### config.mk
export PLATFORM = sky130hd
export DESIGN_NAME = countdown_mod
export DESIGN_NICKNAME = d
export VERILOG_FILES = /design/src/rtl/countdown_pkg.sv /design/src/rtl/seg7_decoder.sv /design/src/rtl/countdown_mod.sv
export SDC_FILE = /design/constraint.sdc
export NUM_CORES = 1
export LEC_CHECK = 0
export CAP_MARGIN = 25
export CORE_AREA = 2 2 39 41
export DETAILED_ROUTE_END_ITERATION = 10
export DIE_AREA = 0 0 41 43
export PLACE_DENSITY = 0.57
export SLEW_MARGIN = 40
export SYNTH_ARGS = -nofsm -noshare
export SYNTH_HDL_FRONTEND = slang
export SYNTH_SLANG_ARGS = --single-unit
### constraint.sdc
create_clock -name clock -period 1.7 [get_ports clock]
set_input_delay 0.17 -clock clock [delete_from_list [all_inputs] [get_ports clock]]
set_output_delay 0.17 -clock clock [all_outputs]
set_load 0.01 [all_outputs]
### src/rtl/countdown_pkg.sv
//============================================================================
// Module  : countdown_pkg
// Brief   : Shared state type and hex seven-segment patterns for countdown_mod.
// Revision: 1.0 - initial release
//============================================================================
`default_nettype none

package countdown_pkg;

  typedef enum logic [1:0] {
    IDLE = 2'd0,
    RUN  = 2'd1,
    HOLD = 2'd2
  } state_t;

  // Active-low gfedcba patterns, entry 0 in the least significant slot.
  localparam logic [15:0][6:0] c_SEG7_HEX = {
    7'b0001110,  // F
    7'b0000110,  // E
    7'b0100001,  // d
    7'b1000110,  // C
    7'b0000011,  // b
    7'b0001000,  // A
    7'b0010000,  // 9
    7'b0000000,  // 8
    7'b1111000,  // 7
    7'b0000010,  // 6
    7'b0010010,  // 5
    7'b0011001,  // 4
    7'b0110000,  // 3
    7'b0100100,  // 2
    7'b1111001,  // 1
    7'b1000000   // 0
  };

endpackage

`default_nettype wire

### src/rtl/seg7_decoder.sv
//============================================================================
// Module  : seg7_decoder
// Brief   : Hex digit to active-low seven-segment (gfedcba) pattern.
// Revision: 1.0 - initial release
//============================================================================
`default_nettype none

module seg7_decoder
  import countdown_pkg::*;
(
  input  logic [3:0] digit,
  output logic [6:0] seg
);

  assign seg = c_SEG7_HEX[digit];

endmodule

`default_nettype wire

### src/rtl/countdown_mod.sv
//============================================================================
// Module  : countdown_mod
// Brief   : Modulo-N down counter with one-shot/wrap modes, pause and preload.
//           Optional macro COUNTDOWN_SEG7_EN adds a seven-segment output.
// Revision: 1.0 - initial release
//============================================================================
`default_nettype none

module countdown_mod
  import countdown_pkg::*;
#(
  parameter int MODULUS = 7,
  parameter int WIDTH   = $clog2(MODULUS)
) (
  input  logic             clock,
  input  logic             reset,
  input  logic             start,
  input  logic             pause,
  input  logic             wrap,
  input  logic             load_en,
  input  logic [WIDTH-1:0] load_value,
  output logic [WIDTH-1:0] value,
  output logic             busy,
  output logic             tc,
  output logic             done
`ifdef COUNTDOWN_SEG7_EN
  ,
  output logic [6:0]       seg
`endif
);

  localparam logic [WIDTH-1:0] c_MAX = WIDTH'(MODULUS - 1);

  state_t           r_state;
  state_t           w_state_next;
  logic [WIDTH-1:0] r_value;
  logic [WIDTH-1:0] w_value_next;
  logic             r_done;
  logic             w_done_next;
  logic [WIDTH-1:0] w_load_sat;

  assign w_load_sat = (load_value > c_MAX) ? c_MAX : load_value;

  always_ff @(posedge clock) begin
    if (reset) begin
      r_state <= IDLE;
      r_value <= c_MAX;
      r_done  <= 1'b0;
    end else begin
      r_state <= w_state_next;
      r_value <= w_value_next;
      r_done  <= w_done_next;
    end
  end

  // Pause is tested before zero so a held count can never wrap or complete.
  always_comb begin
    w_state_next = r_state;
    w_value_next = r_value;
    w_done_next  = 1'b0;
    case (r_state)
      IDLE: begin
        if (load_en) begin
          w_value_next = w_load_sat;
        end else if (start) begin
          w_state_next = RUN;
        end
      end
      RUN: begin
        if (pause) begin
          w_state_next = HOLD;
        end else if (r_value != '0) begin
          w_value_next = r_value - WIDTH'(1);
        end else begin
          w_value_next = c_MAX;
          if (!wrap) begin
            w_state_next = IDLE;
            w_done_next  = 1'b1;
          end
        end
      end
      HOLD: begin
        if (!pause) begin
          w_state_next = RUN;
        end
      end
      default: begin
        w_state_next = IDLE;
      end
    endcase
  end

  always_comb begin
    busy = (r_state != IDLE);
    tc   = (r_state == RUN) && (r_value == '0);
  end

  assign value = r_value;
  assign done  = r_done;

`ifdef COUNTDOWN_SEG7_EN
  logic [3:0] w_digit;
  assign w_digit = 4'(r_value);

  seg7_decoder u_seg7 (
    .digit (w_digit),
    .seg   (seg)
  );
`endif

endmodule

`default_nettype wire

==> results.md, run 1 <==
- F_max: approximately 0.64 GHz
- Relative slew slack: approximately 85%
- Crit path from: r_state[0]
- Via Count: between 300 and 400
- Top cells by count, synth: nor2_1, dfxtp_1, nand2_1
- Worst Clk Skew: 6.695 ps
- CTS H-tree lvls: 1
- Mapped Nets: 52
- # setup viols final: 0
- Largest net degree at the start of global routing: 10
- Tcrit/Tclk final: 91.85%
- Dpl cells: between 70 and 80
- DRC violations left: 0
- IO Pins: 15
- Cell Area, Synth: 366.6 µm²
- Final #Nets: between 70 and 80
- Critical path launch point type: flop
- Wire length per cell: between 10 and 15 µm
- Sum Neg Setup Slack: 0 ps
- Pwr dens: about 740 nW/µm²
- Initial Util: between 20% and 30%
- Pins Over Slew Limit: 0
- First-pass GRT wire length: about 1.4 mm
- Crit-path max FO: 9
- Total GRT Usage: approximately an eighth
- Post-synth EDFFs: 0
- Layout cells sized above 1: between 15 and 20%
- Worst R2R Path Depth: 7
- CP endpoint kind: output pin
- Area Growth Syn to Fin: 50.85%
- Overflow after GRT: 0
- Final Hold Vio Count: 0
- Worst hold start: value[1]
- Final HPWL DP: 654.6 µm
- GPL Wtd Cong: around 0.76
- Register area share after synthesis: about a third
- Crit Path Class: reg2out
- Main flop type after synthesis: dfxtp_1
- Vias in the first global route: 350
- Slew of the pin with the lowest slew margin: 222.0 ps
- Biggest area consumer among synthesized cells: dfxtp_1
- CP endpoint: busy
- DR iter-0 viols: 0
- Clock Pin Slew Worst Setup and Hold Paths: 40 ps
- Hold-fix buffers, CTS: 0
- Inserted Clock Buffers: 3
- # clock sinks: 6
- Row Count: 14
- Hold Path Class: reg2reg
- RSZ-0062 raised after global routing: false
- Die area: 1763 µm²
- Die Wd: ~41 µm
- Synth Warn #: 0
- PortBufs: 14
- Cell count after synthesis: 41
- Initial antenna violation count: 0
- Crit Reg-Reg Startpoint: value[0]
- FF+latch count, synth: 6
- Count leader, synth: nor2_1
- P_leak: about 0.22 nW
- Peak supply drop: 0.0003079 V
- Minimum clock period: between 1500 and 2000 ps
- Slack of the worst reg-to-reg path: ~310 ps
- Die Height: 43 µm
- Synth area leaders: dfxtp_1, nand2b_4, nor2_1
- Tot Pwr: 409.5 µW
- WL final: 846 µm
- Finished Layout Cells: 75
- Async set-or-reset flop fraction in the synthesized netlist: 0%
- Worst-Skew Late Latency: 250 ps
- Core area: around 1400 µm²
- Clk buf depth: 2
- Ant. Diodes: 0
- WP data required: 1530 ps
- Terminus of the critical flop-to-flop path: value[0]
- Top cell type's share of synthesized area: approximately a third
- Syn avg cell area: between 8 and 9 µm²
- Pre-Repair DR Iteration Count: 1
- Post-detailed-route via-to-cell ratio: around 4.7
- Crit path arrival time: ~1400 ps
- Status: finished clean
- Maximum capacitance violations: 0
- Routed Antenna Nets: 0
- TritonCTS clock tree: built
- Root Buffer: clkbuf_4
- Unique masters post-synth: 21
## how the worst min path moves through the flow
| stage | cells after the start | slack [ps] | to |
|---|---|---|---|
| 6_report | 1 | 510 | value[1] |
| 5_1_grt | 2 | 500 | done |
| 4_1_cts | 2 | 510 | done |
| 3_5_place_dp | 1 | 480 | value[1] |
| 3_3_place_gp | 1 | 510 | value[1] |
| 2_1_floorplan | 1 | 240 | r_state[0] |
## metal layers
metal | track usage [%] | wire, µm
met5 | 0 | 0
met4 | 10.00 | 21
met3 | 7.853 | 63
met2 | 18.13 | 368
met1 | 13.14 | 392
## flip-flops by register name, summed over array words and instances, names as in the netlist
signal / count
value: 3
r_state: 2
done: 1
## kinds of logic after synthesis
logic type	count (synthesis)	synth area share (%)
simple gates	20	32.77
compound gates	9	20.14
flops	6	32.77
buf+inv	3	5.120
fa+ha+maj	2	6.825
xor+xnor	1	2.390
## area by class of cell
cell class | count | area, µm²
Multi-Input combinational cell | 32 | 227.7
Timing Repair Buffer | 16 | 153.9
Inverter | 2 | 7.507
Clock buffer | 3 | 22.52
Fill cell | 159 | 830.8
Tap cell | 16 | 20.02
Sequential cell | 6 | 121.4
## power breakdown
| group | total, mW | internal [mW] | switching (mW) |
|---|---|---|---|
| combinational | 0.110 | 0.0670 | 0.0433 |
| clock | 0.133 | 0.0800 | 0.0532 |
| sequential | 0.166 | 0.152 | 0.0135 |
## worst max-delay path, cell delays in order (launching register included)
cell	delay [ps]
dfxtp_2	370
or2_2	300
clkdlybuf4s50_1	480
## per-stage QoR
step | util (%) | worst slack [ps] | hold WS [ps] | cell area [µm²]
after floorplan | - | 330.5 | 241.2 | 366.6
after global placement | 38.34 | 160.4 | 511.1 | 530.5
after CTS | 39.87 | 33.36 | 508.0 | 551.8
after detailed placement | 38.34 | 163.1 | 482.2 | 530.5
after global routing | 39.96 | 67.40 | 502.2 | 553.0
final | 39.96 | 138.6 | 507.7 | 553.0
## cells in the final DEF, fill, tap and decap left out, drive strengths merged
| master | count |
|---|---|
| o32a | 1 |
| nand2 | 3 |
| or2 | 1 |
| nor4b | 1 |
| a211oi | 1 |
| ha | 2 |
| a2111o | 1 |
| a21o | 1 |
| or3 | 1 |
| a311oi | 2 |
| a211o | 1 |
| a21oi | 2 |
| xnor2 | 1 |
| inv | 2 |
| nor2 | 7 |
| clkbuf | 3 |
| nand2b | 4 |
| nor2b | 1 |
| dfxtp | 6 |
| dlygate4sd2 | 1 |
| buf | 2 |
| clkdlybuf4s50 | 13 |
| nor3b | 2 |
## repair_timing
item | CTS | global route
resized for setup | 1 | 1
endpoints found under the hold margin | 0 | 0
setup endpoints to repair | 1 | 1
setup buffers | 0 | 0
Power figures use the tool's default switching activity.
==> run 2: changes to the inputs <==
--- a/config.mk
+++ b/config.mk
@@ -7,6 +7,7 @@
 export LEC_CHECK = 0
 export CAP_MARGIN = 25
 export CORE_AREA = 2 2 39 41
+export CTS_BUF_LIST = sky130_fd_sc_hd__clkbuf_2 sky130_fd_sc_hd__clkbuf_4 sky130_fd_sc_hd__clkbuf_8
 export DETAILED_ROUTE_END_ITERATION = 10
 export DIE_AREA = 0 0 41 43
 export PLACE_DENSITY = 0.57
==> results of run 2 <==
Final layout, timing and power as in run 1 (identical DEF).
